`config.mk`:
```
export PLATFORM = sky130hd
export DESIGN_NAME = fft_cmul_sched_flat
export DESIGN_NICKNAME = d
export VERILOG_FILES = /design/src/rtl/fft_pkg.sv /design/src/rtl/fft_cmul_sched_if.sv /design/src/rtl/fft_cmul_mult.sv /design/src/rtl/fft_cmul_sched.sv /design/src/flat_wrapper.sv
export SDC_FILE = /design/constraint.sdc
export NUM_CORES = 1
export LEC_CHECK = 0
export CAP_MARGIN = 10
export CORE_AREA = 2 2 184 186
export DETAILED_ROUTE_END_ITERATION = 10
export DIE_AREA = 0 0 186 188
export GPL_ROUTABILITY_DRIVEN = 0
export PLACE_DENSITY = 0.94
export SETUP_SLACK_MARGIN = 0.5
export SLEW_MARGIN = 5
export SYNTH_ARGS = -nofsm -noshare
export SYNTH_HDL_FRONTEND = slang
export SYNTH_SLANG_ARGS = --single-unit
```
`constraint.sdc`:
```
create_clock -name clk -period 18.33 [get_ports clk]
set_clock_uncertainty 0.15 [all_clocks]
set_input_delay 3.666 -clock clk [delete_from_list [all_inputs] [get_ports clk]]
set_output_delay 3.666 -clock clk [all_outputs]
set_load 0.1 [all_outputs]
```
`src/rtl/fft_pkg.sv`:
```
// Shared definitions for the FFT twiddle complex-multiply scheduler:
// FSM states, product-select encodings and default widths.
package fft_pkg;

  typedef enum logic [1:0] {
    IDLE  = 2'd0,
    MUL   = 2'd1,
    DRAIN = 2'd2,
    OUT   = 2'd3
  } fft_state_e;

  // Partial-product order; the same code, delayed one cycle, selects the accumulate op.
  localparam logic [1:0] SEL_RR = 2'd0;  // xr*wr -> acc_re +
  localparam logic [1:0] SEL_II = 2'd1;  // xi*wi -> acc_re -
  localparam logic [1:0] SEL_RI = 2'd2;  // xr*wi -> acc_im +
  localparam logic [1:0] SEL_IR = 2'd3;  // xi*wr -> acc_im +

  localparam int FFT_W     = 16;
  localparam int FFT_OUT_W = 17;
  localparam int FFT_SHIFT = 15;

endpackage

```
`src/rtl/fft_cmul_sched_if.sv`:
```
// Operand/result bus of the complex-multiply scheduler.
// Both sides use valid/ready: a transfer happens on a rising edge where valid && ready;
// the source holds its payload and valid until then, and ready never depends on valid.
interface fft_cmul_sched_if #(
  parameter int W     = 16,
  parameter int OUT_W = 17
);
  logic                    in_valid;
  logic                    in_ready;
  logic signed [W-1:0]     xr;
  logic signed [W-1:0]     xi;
  logic signed [W-1:0]     wr;
  logic signed [W-1:0]     wi;
  logic                    out_valid;
  logic                    out_ready;
  logic signed [OUT_W-1:0] yr;
  logic signed [OUT_W-1:0] yi;
  logic                    sat;

  modport master (
    output in_valid, xr, xi, wr, wi, out_ready,
    input  in_ready, out_valid, yr, yi, sat
  );

  modport slave (
    input  in_valid, xr, xi, wr, wi, out_ready,
    output in_ready, out_valid, yr, yi, sat
  );
endinterface

```
`src/rtl/fft_cmul_mult.sv`:
```
// Registered signed W x W multiplier: partial products reduced by levels of
// 3:2 compressors (Wallace tree), one final carry-propagate add, one cycle latency.
module fft_cmul_mult #(
  parameter int W = 16
) (
  input  logic                  clk,
  input  logic                  rst,
  input  logic                  en,
  input  logic signed [W-1:0]   a,
  input  logic signed [W-1:0]   b,
  output logic signed [2*W-1:0] p
);
  localparam int PW   = 2 * W;
  localparam int IW   = $clog2(W + 2);
  localparam int LVLS = 10;

  logic [PW-1:0] sum;

  always_comb begin : tree
    logic [PW-1:0] a_ext;
    logic [PW-1:0] rows [0:W];
    logic [PW-1:0] nxt  [0:W];
    logic [PW-1:0] x, y, z;
    logic [IW-1:0] m;
    int            n;

    a_ext = {{W{a[W-1]}}, a};
    // The sign bit of b has negative weight: add ~(a<<(W-1)) plus a separate +1 row.
    for (int i = 0; i < W; i++) begin
      if (i < W - 1) rows[i] = b[i] ? (a_ext << i) : '0;
      else           rows[i] = b[i] ? ~(a_ext << i) : '0;
    end
    rows[W] = PW'(b[W-1]);
    n = W + 1;
    m = '0;
    x = '0;
    y = '0;
    z = '0;

    for (int lvl = 0; lvl < LVLS; lvl++) begin
      if (n > 2) begin
        for (int g = 0; g <= W; g++) nxt[g] = '0;
        m = '0;
        for (int g = 0; g < (W + 1) / 3; g++) begin
          if (3 * g + 2 < n) begin
            x = rows[3*g];
            y = rows[3*g+1];
            z = rows[3*g+2];
            nxt[m]        = x ^ y ^ z;
            nxt[m + 1'b1] = ((x & y) | (x & z) | (y & z)) << 1;
            m = m + 2'd2;
          end
        end
        for (int r = 0; r <= W; r++) begin
          if (r >= 3 * (n / 3) && r < n) begin
            nxt[m] = rows[r];
            m = m + 1'b1;
          end
        end
        for (int r = 0; r <= W; r++) rows[r] = nxt[r];
        n = int'(m);
      end
    end

    sum = rows[0] + rows[1];
  end

  always_ff @(posedge clk) begin
    if (rst)     p <= '0;
    else if (en) p <= sum;
  end

endmodule

```
`src/rtl/fft_cmul_sched.sv`:
```
// Complex multiply (xr + j*xi)*(wr + j*wi) on one shared multiplier, scaled by SHIFT and
// saturated to OUT_W bits. Define FFT_CMUL_ROUND_EN for round-half-up instead of floor.
module fft_cmul_sched
  import fft_pkg::*;
#(
  parameter int W     = FFT_W,
  parameter int OUT_W = FFT_OUT_W,
  parameter int SHIFT = FFT_SHIFT
) (
  input  logic                    clk,
  input  logic                    rst,
  fft_cmul_sched_if.slave         bus,
  output fft_state_e              state_dbg
);
  localparam int ACC_W = 2 * W + 1;

  localparam logic signed [ACC_W-1:0] Y_MAX = ACC_W'((64'sd1 <<< (OUT_W - 1)) - 64'sd1);
  localparam logic signed [ACC_W-1:0] Y_MIN = ACC_W'(-(64'sd1 <<< (OUT_W - 1)));
`ifdef FFT_CMUL_ROUND_EN
  localparam logic signed [ACC_W-1:0] RND = ACC_W'(64'sd1 <<< (SHIFT - 1));
`else
  localparam logic signed [ACC_W-1:0] RND = '0;
`endif

  fft_state_e             state;
  logic [1:0]             cnt;
  logic signed [W-1:0]    xr_q, xi_q, wr_q, wi_q;
  logic signed [W-1:0]    op_a, op_b;
  logic signed [2*W-1:0]  prod;
  logic                   tag_v;
  logic [1:0]             tag_q;
  logic signed [ACC_W-1:0] acc_re, acc_im, acc_re_nx, acc_im_nx, p_ext;
  logic signed [ACC_W-1:0] sc_re, sc_im;
  logic signed [OUT_W-1:0] yr_nx, yi_nx;
  logic                   sat_nx;
  logic                   out_valid_q;
  logic signed [OUT_W-1:0] yr_q, yi_q;
  logic                   sat_q;

  always_comb begin
    op_a = xr_q;
    op_b = wr_q;
    case (cnt)
      SEL_II: begin op_a = xi_q; op_b = wi_q; end
      SEL_RI: begin op_a = xr_q; op_b = wi_q; end
      SEL_IR: begin op_a = xi_q; op_b = wr_q; end
      default: ;
    endcase
  end

  fft_cmul_mult #(.W(W)) u_mult (
    .clk (clk),
    .rst (rst),
    .en  (state == MUL),
    .a   (op_a),
    .b   (op_b),
    .p   (prod)
  );

  // Accumulators as they stand after this edge; DRAIN converts from these directly.
  always_comb begin
    p_ext     = {prod[2*W-1], prod};
    acc_re_nx = acc_re;
    acc_im_nx = acc_im;
    if (tag_v) begin
      case (tag_q)
        SEL_RR:  acc_re_nx = acc_re + p_ext;
        SEL_II:  acc_re_nx = acc_re - p_ext;
        default: acc_im_nx = acc_im + p_ext;
      endcase
    end
  end

  always_comb begin
    sc_re  = (acc_re_nx + RND) >>> SHIFT;
    sc_im  = (acc_im_nx + RND) >>> SHIFT;
    yr_nx  = (sc_re > Y_MAX) ? Y_MAX[OUT_W-1:0] :
             (sc_re < Y_MIN) ? Y_MIN[OUT_W-1:0] : sc_re[OUT_W-1:0];
    yi_nx  = (sc_im > Y_MAX) ? Y_MAX[OUT_W-1:0] :
             (sc_im < Y_MIN) ? Y_MIN[OUT_W-1:0] : sc_im[OUT_W-1:0];
    sat_nx = (sc_re > Y_MAX) || (sc_re < Y_MIN) || (sc_im > Y_MAX) || (sc_im < Y_MIN);
  end

  always_ff @(posedge clk) begin
    if (rst) begin
      state       <= IDLE;
      cnt         <= '0;
      xr_q        <= '0;
      xi_q        <= '0;
      wr_q        <= '0;
      wi_q        <= '0;
      tag_v       <= 1'b0;
      tag_q       <= '0;
      acc_re      <= '0;
      acc_im      <= '0;
      out_valid_q <= 1'b0;
      yr_q        <= '0;
      yi_q        <= '0;
      sat_q       <= 1'b0;
    end else begin
      tag_v  <= (state == MUL);
      tag_q  <= cnt;
      acc_re <= acc_re_nx;
      acc_im <= acc_im_nx;
      case (state)
        IDLE: begin
          if (bus.in_valid) begin
            xr_q   <= bus.xr;
            xi_q   <= bus.xi;
            wr_q   <= bus.wr;
            wi_q   <= bus.wi;
            acc_re <= '0;
            acc_im <= '0;
            cnt    <= '0;
            state  <= MUL;
          end
        end
        MUL: begin
          cnt <= cnt + 2'd1;
          if (cnt == 2'd3) state <= DRAIN;
        end
        DRAIN: begin
          yr_q        <= yr_nx;
          yi_q        <= yi_nx;
          sat_q       <= sat_nx;
          out_valid_q <= 1'b1;
          state       <= OUT;
        end
        OUT: begin
          if (bus.out_ready) begin
            out_valid_q <= 1'b0;
            state       <= IDLE;
          end
        end
        default: state <= IDLE;
      endcase
    end
  end

  assign bus.in_ready  = (state == IDLE);
  assign bus.out_valid = out_valid_q;
  assign bus.yr        = yr_q;
  assign bus.yi        = yi_q;
  assign bus.sat       = sat_q;
  assign state_dbg     = state;

endmodule
```
`src/flat_wrapper.sv`:
```
// flat-port wrapper written by rule: the top's interface ports become plain ports
module fft_cmul_sched_flat import fft_pkg::*;
#(
  parameter int W     = FFT_W,
  parameter int OUT_W = FFT_OUT_W,
  parameter int SHIFT = FFT_SHIFT
)
  (clk, rst, state_dbg, bus_in_valid, bus_xr, bus_xi, bus_wr, bus_wi, bus_out_ready, bus_in_ready, bus_out_valid, bus_yr, bus_yi, bus_sat);
  fft_cmul_sched_if #(.W(W), .OUT_W(OUT_W)) bus_i ();
  input  logic clk;
  input  logic rst;
  output fft_state_e state_dbg;
  input wire logic [$bits(bus_i.in_valid)-1:0] bus_in_valid;
  input wire logic [$bits(bus_i.xr)-1:0] bus_xr;
  input wire logic [$bits(bus_i.xi)-1:0] bus_xi;
  input wire logic [$bits(bus_i.wr)-1:0] bus_wr;
  input wire logic [$bits(bus_i.wi)-1:0] bus_wi;
  input wire logic [$bits(bus_i.out_ready)-1:0] bus_out_ready;
  output wire logic [$bits(bus_i.in_ready)-1:0] bus_in_ready;
  output wire logic [$bits(bus_i.out_valid)-1:0] bus_out_valid;
  output wire logic [$bits(bus_i.yr)-1:0] bus_yr;
  output wire logic [$bits(bus_i.yi)-1:0] bus_yi;
  output wire logic [$bits(bus_i.sat)-1:0] bus_sat;
  assign bus_i.in_valid = bus_in_valid;
  assign bus_i.xr = bus_xr;
  assign bus_i.xi = bus_xi;
  assign bus_i.wr = bus_wr;
  assign bus_i.wi = bus_wi;
  assign bus_i.out_ready = bus_out_ready;
  assign bus_in_ready = bus_i.in_ready;
  assign bus_out_valid = bus_i.out_valid;
  assign bus_yr = bus_i.yr;
  assign bus_yi = bus_i.yi;
  assign bus_sat = bus_i.sat;
  fft_cmul_sched #(.W(W), .OUT_W(OUT_W), .SHIFT(SHIFT)) u_core (.clk(clk), .rst(rst), .bus(bus_i), .state_dbg(state_dbg));
endmodule
```
After elaboration in Yosys (flattened, before gate mapping) --
Cells that the tools add are included.
Cells by class: bitwise operators 106, mux-type cells 38, multiply operators 0, equal/unequal tests 10, reductions and logical operators 14, shift-type cells 0, order comparisons 4, add/sub/neg operators 5, divide/modulo/power cells 0
Operator list (count):
- bitwise AND 31 bit | 43
- OR 31 bit | 30
- bitwise XOR 32 bit | 29
- two-way mux 32 bit | 16
- two-way mux 33 bit | 7
- two-way mux 17 bit | 4
- adder 33 x 32 -> 33 bit | 2
- one-hot mux 33 bit (2 select lines) | 1
- bitwise AND 31 x 1 -> 31 bit | 2
- greater-than comparator 18 x 17 -> 1 bit (second input constant) | 2
- less-than comparator 18 x 17 -> 1 bit (second input constant) | 2
- subtractor 33 x 32 -> 33 bit | 1
- adder 32 bit | 1
- two-way mux 16 bit | 2
- NOT 32 bit | 1
- bitwise XOR 32 x 1 -> 32 bit | 1
- equality test 2 bit (second input constant) | 4
- two-way mux 2 bit | 4
- one-hot mux 2 bit (4 select lines) | 1
- equality test 2 x 1 -> 1 bit (second input constant) | 3
- AND reduction 2 bit | 3
- OR reduction 2 bit | 3
- zero test 2 bit | 2
- inequality test 2 bit (second input constant) | 2
- 8 further kinds | 11
Storage, ports and cells: bits of input ports 68, bits in latches 0, bits in writable memories 0, word-level logic and storage cells 192, register bits 205, memories 0, memory bits (read-only) 0

Depth between registers and ports, before layout --
Gate-level depths: netlist of run 1.
depth after elaboration 23, depth in mapped cells 30, mapped depth without buffers 28

By module --
Synthesis of run 1 repeated with hierarchy kept, for this count alone.
Second synthesis, totals: cells, all modules 2552, area, all modules 21485.6 µm²
Modules (own cells, without submodules):
- fft_cmul_mult | area each 10885.4 µm², cells an instance 1199, instances 1
- fft_cmul_sched | area each 10600.2 µm², cells an instance 1353, instances 1

Worst setup path after synthesis of run 1 --
Ideal clock, no wire load.
kind reg-to-reg, from register u_core.cnt[1], to register u_core.u_mult.p[31], slack 10.499 ns, period minus slack after synthesis 7.831 ns, cell stages (with the launch flop) 27, arrival time 7.590 ns, library setup time 0.091 ns, cell sequence dfxtp_1 -> inv_1 -> ha_1 -> clkbuf_1 -> buf_1 -> clkbuf_1 -> mux2i_1 -> nor2_1 -> fa_1 -> fa_1 -> inv_1 -> fa_1 -> fa_1 -> fa_1 -> fa_1 -> inv_1 -> ha_1 -> a21o_1 -> a21o_1 -> a21oi_1 -> o21ai_0 -> o32ai_2 -> o31ai_1 -> a41oi_1 -> o21ai_1 -> or3_1 -> a311oi_1
Between the ends: longest elaborated chain between the ends 23, elaborated cells on any way between the ends 130, classes of those cells 1 x add/sub; 3 x eq/ne; 18 x mux; 106 x bitwise; 2 x reduce/logical
Ends and longest elaborated chain:
- start: declaration | RTL line fft_cmul_sched.sv:26 | logic [1:0] cnt;
- start signal: assignment | RTL line fft_cmul_sched.sv:119 | cnt <= cnt + 2'd1;
- equality test 2 x 1 -> 1 bit / equality test 2 bit (equally long branches) | RTL line fft_cmul_sched.sv:43 | case (cnt)
- OR reduction 2 bit (no source line)
- two-way mux 16 bit | RTL line fft_cmul_sched.sv:43
- two-way mux 32 bit | RTL line fft_cmul_mult.sv:30 | if (i < W - 1) rows[i] = b[i] ? (a_ext << i) : '0;
- bitwise AND 31 bit | RTL line fft_cmul_mult.sv:50 | nxt[m + 1'b1] = ((x & y) | (x & z) | (y & z)) << 1;
- OR 31 bit (2 in series) | RTL line fft_cmul_mult.sv:50
- bitwise AND 31 bit | RTL line fft_cmul_mult.sv:50
- OR 31 bit (2 in series) | RTL line fft_cmul_mult.sv:50
- bitwise AND 31 bit | RTL line fft_cmul_mult.sv:50
- OR 31 bit (2 in series) | RTL line fft_cmul_mult.sv:50
- bitwise AND 31 bit | RTL line fft_cmul_mult.sv:50
- OR 31 bit (2 in series) | RTL line fft_cmul_mult.sv:50
- bitwise AND 31 bit | RTL line fft_cmul_mult.sv:50
- OR 31 bit (2 in series) | RTL line fft_cmul_mult.sv:50
- bitwise AND 31 bit | RTL line fft_cmul_mult.sv:50
- OR 31 bit (2 in series) | RTL line fft_cmul_mult.sv:50
- adder 32 bit (*) | RTL line fft_cmul_mult.sv:65 | sum = rows[0] + rows[1];
- end signal: assignment | RTL line fft_cmul_mult.sv:70 | else if (en) p <= sum;
- end: declaration | RTL line fft_cmul_mult.sv:11 | output logic signed [2*W-1:0] p
Every way passes the cells marked *; elsewhere a longest branch is shown, timed or not. A chain may end at the register's enable or synchronous reset.

Worst setup path in the final report of run 1 --
Same ends and word-level chain as after synthesis.

==> results of run 1 <==
[power groups by stage]
stage	Combinational, mW	Sequential, mW	Clock (mW)
after floorplan	2.10	0.775	0
after global placement	2.65	0.645	0
after detailed placement	2.80	0.653	0
after CTS	2.84	0.646	0.489
after global routing	3.16	0.661	0.503
final	2.88	0.650	0.484
[per-layer routing]
| metal | track usage, % | share of wire (%) |
|---|---|---|
| met5 | 0 | 0 |
| met4 | 16.05 | 5.6 |
| met3 | 6.700 | 9.4 |
| met2 | 54.85 | 49 |
| met1 | 36.59 | 36 |
[worst max-delay path: stages, from the launching register on]
cell	delay [ns]
dfxtp_1	0.38
inv_1	0.08
ha_1	0.22
nor2_4	0.72
mux2i_1	0.85
nor2_1	0.16
fa_1	0.59
inv_1	0.06
fa_1	0.40
inv_1	0.08
fa_1	0.43
fa_1	0.50
inv_1	0.05
fa_1	0.50
inv_1	0.04
ha_1	0.27
ha_1	0.35
a21o_1	0.21
a2111oi_0	0.41
o21ai_1	0.19
and4_1	0.25
o32ai_2	0.38
o31ai_1	0.20
a41oi_1	0.42
o21ai_1	0.16
or3_1	0.33
a311oi_1	0.26
[through the flow]
stage	util (%)	worst slack [ns]	hold WS [ns]	power [mW]
3_3_place_gp	67.88	10.06	0.2926	3.297
5_1_grt	70.33	9.168	0.3212	4.326
2_1_floorplan	-	10.50	0.2857	2.874
6_report	70.33	9.554	0.3077	4.015
4_1_cts	70.31	9.657	0.3098	3.971
3_5_place_dp	67.88	9.644	0.3001	3.456
[final cells by class]
| cell class | count | area [um2] |
|---|---|---|
| multi-input cells | 1873 | 15510 |
| fillers | 2275 | 9824 |
| flip-flops and latches | 205 | 4104 |
| repair buffers | 124 | 1194 |
| inverters | 298 | 1119 |
| clock buffers | 31 | 665.6 |
| well taps | 448 | 560.5 |
| clock inverters | 11 | 137.6 |
[cells by family after synthesis]
family | count (synthesis) | synth area share, %
compound gates | 443 | 13.32
xor+xnor | 121 | 5.102
fa+ha+maj | 426 | 34.30
buf+inv | 408 | 7.322
flops | 205 | 19.42
mux | 94 | 4.593
simple gates | 789 | 15.95
[flip-flops by register name (all words and copies together) (netlist names), 2 cells and up]
register,count
u_core.xr_q,16
u_core.bus.yi,17
u_core.acc_re,33
u_core.wi_q,16
u_core.cnt,2
u_core.wr_q,16
u_core.acc_im,33
u_core.bus.yr,17
u_core.xi_q,16
u_core.tag_q,2
u_core.u_mult.p,32
u_core.state_dbg,2
[path summary, 6_finish.rpt]
kind | from | end | slack (ns) | depth (start not counted)
worst max-delay path | u_core.cnt[1] | u_core.u_mult.p[31] | 9.55 | 26
worst min register to register | u_core.acc_im[13] | u_core.acc_im[13] | 0.31 | 2
worst max register to register | u_core.cnt[1] | u_core.u_mult.p[31] | 9.55 | 26
worst min-delay path | u_core.acc_im[13] | u_core.acc_im[13] | 0.31 | 2
[cell usage in the layout, fill, tap and decap left out, drive strengths merged, types with 11 or more instances in the layout]
cell type | synthesis | layout
nor3 | 13 | 13
a211oi | 42 | 42
buf | 22 | 19
nand4 | 11 | 11
mux2 | 24 | 24
mux2i | 70 | 70
nor2b | 14 | 14
fa | 260 | 260
inv | 298 | 301
clkbuf | 88 | 31
xor2 | 47 | 47
nand2 | 356 | 356
maj3 | 17 | 17
a21o | 32 | 32
clkdlybuf4s50 | 0 | 105
a21oi | 201 | 201
nor2 | 303 | 303
xnor2 | 74 | 74
a22o | 12 | 12
nand2b | 25 | 25
o21ai | 58 | 58
ha | 149 | 149
dfxtp | 205 | 205
nand3 | 16 | 16
o21bai | 13 | 13
==> impl.org, run 1 <==
** Run status
- The flow ran to the end, and the final reports show no timing, DRC or antenna violations.

** Layout
- Post-route cell area :: 23,290 um2
- Final-stage net count :: 3,002
- Growth of design area from synthesis to finish :: 10.18%
- Diode count :: 0
- Once layout is complete, the cells apart from fillers number 2,990.
- The post-route netlist has 5.350% of its cells at a drive strength greater than 1.

** Floorplanning
- The floorplan step defined a core boundary enclosing 33,110 um2.
- The die covers 34,970 um2.
- Row generation in the floorplan step produced 67 rows.
- In this run the vertical extent of the chip is 188 um.
- # IOs :: 107
- From left edge to right edge, the die measures 186 um.
- Starting utilization of the core area :: 63.84%

** Synth
- Ranking of synthesized cells by instance count :: nand2_1 (356), nor2_1 (302), inv_1 (298), fa_1 (260), dfxtp_1 (205)
- Fraction of the yosys area taken by sequential cells :: 19.42%
- Counting distinct cell types in the post-synthesis netlist gives 79.
- Leading cell type by number of instances after synthesis :: nand2_1
- In this run the mean area of a mapped cell was 8.503 um2.
- For this run, the leading register cell type out of synthesis is dfxtp_1.
- For this run, asynchronously set or reset flops after synthesis account for 0%.
- Leading area contributor after synthesis :: fa_1
- Of the post-synthesis cell area, the dominant cell type holds 24.62%.
- The Yosys step of the flow raised 0 warnings.
- The synthesized design contains 0 enable-type register cells.
- #FFs+latches synth :: 205
- Summing every instance area after synthesis gives 21,140 um2.
- Gate count of the mapped netlist :: 2,486
- The number of nets handed over by synthesis was 2,963.
- In the post-synthesis netlist, the biggest area contributors are fa_1 (25%), dfxtp_1 (19%), ha_1 (8.8%).

** Clock tree
- Buffers added to address setup during post-CTS repair amount to 0.
- TritonCTS built the clock tree.
- The later pin in the worst-skew pair is clocked with a latency of 0.55 ns.
- Clock tree synthesis inserted a total of 23 buffers.
- Number of cells upsized or downsized after cts :: 0
- Clock slew seen by the registers of the worst setup and hold paths :: 0.06 ns
- Clock tree synthesis selected as its root buffer the cell clkbuf_16.
- CTS built an H-tree with a depth of 1.
- Counting every sink on the clock net gives 205.
- Hold repair after CTS inserted 0 buffers.
- Number of buffers between clock root and the deepest sink :: 3

** Global route
- Entering global routing, the biggest net connects 106 pins.
- Number of antenna violations at the first check in global routing :: 0
- Global routing usage summed across all routing layers :: 31.60%
- The via count of the first global-routing pass was 19,040.
- The first global-routing pass estimated 89,660 um of wire.
- After global routing the overflow that remains totals 0.

** Route
- The first detailed-routing pass ran for 6 iterations.
- Post-Route WL :: 54,460 um
- Once detail routing completed, the nets flagged for antenna violations numbered 0.
- In the routed design, unresolved DRC markers number 0.
- For this block, the initial DRC count from the detailed router was 1,395.
- The detailed router placed 18,070 vias in this run.
- After detailed routing, the number of vias per cell comes to 6.044.
- Dividing the detail-routed wire length by the instance count gives 18.21 um.

** STA
- The worst path uses 47.88% of the clock period.
- Adding up every negative setup slack in the final design gives 0 ns.
- The worst path in the final design needs a cycle of 8.776 ns, including I/O delays and setup.
- The number of max-slew violations in the final report was 0.
- Based on the critical path, the design can be clocked at up to 114.0 MHz.
- Setup violations remaining at the end of the flow were counted as 0.
- Slew at the pin closest to its max-slew limit :: 1.179 ns
- Setup repair after global routing missed its margin :: false
- Headroom to the max-slew limit came out at 21.15%.
- Number of endpoints with negative hold slack in the final report :: 0

** Pwr
- Sequential cells account for 16.2% of the total power.
- Summed over all nets, the switching power comes to 2.082 mW.
- Leak Pwr :: 9.661 nW
- Power per cell area :: 172.4 nW/um2
- IR analysis of the VDD net gives a maximum drop of 0.1361 mV.
- Cell internal power was estimated by the tool at 1.934 mW.
- Combinational logic burns 71.7% of the power.
- The clock network is responsible for 12.1% of the overall power.
- Sw Share :: 51.84%

** Job
- Max-cap viol count :: 0

** Placed design
- Detailed placement finished with a half-perimeter wire length of 42,060 um.
- Buffers placed on the I/O ports in this run total 106.
- Once placement finished, the instance area stood at 22,480 um2.
- Placed Cells :: 2,947

** Min path
- Class of the tightest hold or removal check :: flip-flop to flip-flop

** Worst setup path
- Worst Setup End Kind :: flip-flop
- The worst setup path is of the flip-flop to flip-flop kind.
- Crit path arrival time :: 9.08 ns
- Along the worst path, the maximum fanout reaches 31.
- STA classifies the critical path startpoint as a flip-flop.
- Data required time of the critical path :: 18.63 ns
(Power assumes the default switching activity.)
==> run 2, diff against run 1 <==
--- a/config.mk
+++ b/config.mk
@@ -6,11 +6,11 @@
 export NUM_CORES = 1
 export LEC_CHECK = 0
 export CAP_MARGIN = 10
-export CORE_AREA = 2 2 184 186
+export CORE_AREA = 2 2 196 198
 export DETAILED_ROUTE_END_ITERATION = 10
-export DIE_AREA = 0 0 186 188
+export DIE_AREA = 0 0 198 200
 export GPL_ROUTABILITY_DRIVEN = 0
-export PLACE_DENSITY = 0.94
+export PLACE_DENSITY = 0.89
 export SETUP_SLACK_MARGIN = 0.5
 export SLEW_MARGIN = 5
 export SYNTH_ARGS = -nofsm -noshare
==> constraint.sdc (replaced) <==
create_clock -name clk -period 7.9 [get_ports clk]
set_clock_uncertainty 0.15 [all_clocks]
set_input_delay 1.58 -clock clk [delete_from_list [all_inputs] [get_ports clk]]
set_output_delay 1.58 -clock clk [all_outputs]
set_load 0.1 [all_outputs]
==> run 2 against run 1 <==
  * Die area grew 13%
  * Combinational power increased by 140%
  * Sequential share of layout area fell by 0.59 points
  * Sequential power grew 140%
  * Largest power group unchanged
==> impl.org, run 2 (synthesized netlist as in run 1, its figures left out) <==
** Floorplanning
- Die ar. :: 39,600 um2 (was 34,970 um2)
- The row count was 71 (was 67).
- Die boundary width :: 198 um (was 186 um)
- The effective utilization at floorplan is 56.52% (was 63.84%).
- Area inside the core boundary :: 37,400 um2 (was 33,110 um2)
- Height of the chip :: 200 um (was 188 um)
- The number of top-level pins came to 107 (unchanged).

** Pwr
- Switching component of the power :: 4.912 mW (was 2.082 mW)
- The switching share of power was 51.28% (was 51.84%).
- Power per cell area :: 397.4 nW/um2 (was 172.4 nW/um2)
- The clock network power share came to 12.0% (was 12.1%).
- Power Total :: 9.579 mW (was 4.015 mW)
- Peak supply drop :: 0.2501 mV (was 0.1361 mV)
- The share of total power in sequential cells came to 16.0% (was 16.2%).
- Internal power of the cells :: 4.667 mW (was 1.934 mW)
- The leakage component of the power was 9.861 nW (was 9.661 nW).
- Part of the power in combinational logic :: 72.0% (was 71.7%)

** Route
- The amount of wire on met3 after detailed routing was 5025 um (was 5146 um).
- Detail-routed via count per cell :: 5.903 (was 6.044)
- The wire length on met1 is 21,070 um (was 19,810 um).
- Via count of the routed design :: 18,250 (was 18,070)
- Post-Route WL :: 56,520 um (was 54,460 um)
- Violation count after the first detailed-routing iteration :: 1,825 (was 1,395)
- The mean routed wirelength per cell is 18.29 um (was 18.21 um).
- The total DRC errors in the routed layout came to 0 (unchanged).
- Highest signal layer in the routed design :: met4 (unchanged)
- The wire length on met2 came to 27,280 um (was 26,430 um).
- Number of search-and-repair iterations in the first detailed-routing pass :: 6 (unchanged)
- Post-route antenna net violation count :: 0 (unchanged)

** STA
- Maximum operating frequency :: 135.9 MHz (was 114.0 MHz)
- The worst setup slack after layout was 0.5437 ns (was 9.554 ns).
- Final Setup Violations :: 0 (unchanged)
- Slew at the pin closest to its max-slew limit :: 1.112 ns (was 1.179 ns)
- Setup repair after global routing missed its margin: true (was false).
- Share of the clock period used by the worst path :: 93.12% (was 47.88%)
- The smallest hold slack was 0.3101 ns (was 0.3077 ns).
- Period minus WS final :: 7.356 ns (was 8.776 ns)
- The sum of negative setup slack was 0 ns (unchanged).
- The number of max-slew violations in the final report was 0 (unchanged).
- Number of endpoints with negative hold slack in the final report :: 0 (unchanged)
- The relative max-transition margin was 25.61% (was 21.15%).

** Min path
- Class of the tightest hold or removal check :: flip-flop to flip-flop (unchanged)
- Worst hold path cell count :: 2 (unchanged)
- The destination of the worst hold path was u_core.acc_re[7] (was u_core.acc_im[13]).
- The worst hold path startpoint was u_core.acc_re[7] (was u_core.acc_im[13]).

** Worst setup path
- Worst Setup End Kind :: flip-flop (unchanged)
- The cell with the biggest individual delay on the critical path was mux2i_1 (unchanged).
- Worst Setup Path Type :: flip-flop to flip-flop (unchanged)
- Max incr delay on CP :: 0.60 ns (was 0.85 ns)
- Destination of the worst register-to-register timing path :: u_core.u_mult.p[25] (was u_core.u_mult.p[31])
- The data arrival time of the critical path is 7.60 ns (was 9.08 ns).
- The worst reg2reg path depth came to 25 (was 26).
- Setup slack of the worst register-to-register path :: 0.54 ns (was 9.55 ns)
- The element type at the critical path start was a flip-flop (unchanged).
- Most Frequent Cell on Critical Path :: fa_1
- The maximum fanout count along the critical path is 13 (was 31).
- The endpoint required time on the critical path was 8.15 ns (was 18.63 ns).
- Worst reg2reg startpoint :: u_core.cnt[1] (unchanged)

** Layout
- Highest-count cells in the layout ignoring fill and taps: nand2_1 (355), nor2_1 (301), inv_1 (298), fa_1 (258), dfxtp_1 (204) (was nand2_1 (355), nor2_1 (301), inv_1 (298), fa_1 (260), dfxtp_1 (205)).
- Share of layout cells above drive strength 1 :: 7.984% (was 5.350%)
- Count of non-filler cells in the finished layout :: 3,091 (was 2,990)
- Final-stage net count :: 3,041 (was 3,002)
- Registers with the highest flip-flop counts: u_core.acc_im x33, u_core.acc_re x33, u_core.u_mult.p x32 (unchanged).
- Most frequent standard cell in the layout excluding fill and tap cells :: nand2_1 (unchanged)
- The antenna diode instance count came to 0 (unchanged).
- The area added between synthesis and finish was 14.04% (was 10.18%).
- The utilization after layout came to 64.45% (was 70.33%).
- Post-route cell area :: 24,110 um2 (was 23,290 um2)

** Clock tree
- Clock insertion delay at the later pin of the skew report :: 0.55 ns (about the same)
- The maximum buffer depth of the clock tree was 3 (unchanged).
- The number of levels the H-tree was split into is 1 (unchanged).
- The clock-pin transition on the worst setup and hold timing paths was 0.08 ns (was 0.06 ns).
- TritonCTS clock tree :: built (unchanged)
- The number of buffers inserted during clock tree synthesis is 22 (was 23).
- Clock sink count :: 205 (unchanged)
- The cell at the root of the clock tree was clkbuf_16 (unchanged).

** Placed design
- The half-perimeter wire length after detailed placement was 41,470 um (was 42,060 um).
- The number of cells after detailed placement came to 3,027 (was 2,947).
- The total placed instance area is 22,720 um2 (was 22,480 um2).
- The minimum setup slack after placement is -0.04200 ns (was 9.644 ns).
- Port bufs :: 106 (unchanged)

** Job
- Max-cap viol count :: 0 (unchanged)

** Global route
- Number of antenna violations at the first check in global routing :: 0 (unchanged)
- Remaining Overflow, GRT :: 0 (unchanged)
- Largest net degree at the start of global routing :: 104 (was 106)
- The first-pass GRT wire length was 86,880 um (was 89,660 um).
- Global routing usage summed across all routing layers :: 27.15% (was 31.60%)
- Vias in the first global route :: 18,490 (was 19,040)

** Run status
- Status :: complete, no violations (unchanged)
[run 2: changes by cell type in the layout (fill, tap and decap cells not counted), sizes merged]
cell	before	now
buf	19	56
bufbuf	0	1
clkinv	5	7
inv	301	299
clkbuf	31	30
bufinv	2	4
clkinvlp	1	0
[run 2: what timing repair did]
action,CTS,global route
cloned,1,2
setup buffers,3,17
pin swaps,2,6
endpoints found under the hold margin,0,0
resized for setup,18,43
hold buffers,0,0
endpoints found under the setup margin,9,12
[run 2: power by group through the flow]
| stage | Sequential, mW | Combinational, mW | Clock (mW) |
|---|---|---|---|
| 6_report | 1.53 | 6.90 | 1.15 |
| 2_1_floorplan | 1.80 | 4.88 | 0 |
| 4_1_cts | 1.51 | 6.63 | 1.15 |
| 5_1_grt | 1.56 | 7.54 | 1.20 |
| 3_3_place_gp | 1.51 | 6.22 | 0 |
| 3_5_place_dp | 1.52 | 6.50 | 0 |
[run 2: worst max path at each step]
stage                   from             endpoint  cells past startpoint
2_1_floorplan  u_core.cnt[1]  u_core.u_mult.p[31]                     27
3_3_place_gp   u_core.cnt[1]  u_core.u_mult.p[31]                     26
3_5_place_dp   u_core.cnt[1]  u_core.u_mult.p[31]                     26
4_1_cts        u_core.cnt[1]  u_core.u_mult.p[25]                     26
5_1_grt        u_core.cnt[1]  u_core.u_mult.p[25]                     27
6_report       u_core.cnt[1]  u_core.u_mult.p[25]                     25
[run 2: final cells by class]
cell class	count	area [um2]
clock inverter	12	188.9
timing repair buffer	164	1615
inverter	298	1119
multi-input combinational	1873	15840
tap	511	639.4
fill	2725	13290
sequential	205	4105
clock buffer	28	603.1
[run 2: worst max-delay path: cells and delay by family, from the launching register on]
kind	cells	cell delay, ns
adders and majority gates	8	3.53
AOI/OAI and AO/OA	10	1.88
muxes	1	0.60
buffers and inverters	4	0.40
DFF	1	0.36
xor gates and xnor gates	1	0.15
and+or+nand+nor	1	0.12
[run 2: metal layers]
metal	vias to the layer above	global-route usage, %
met5	-	0
met3	283	5.208
li1	8245	-
met2	1031	48.79
met4	0	11.53
met1	8688	31.81
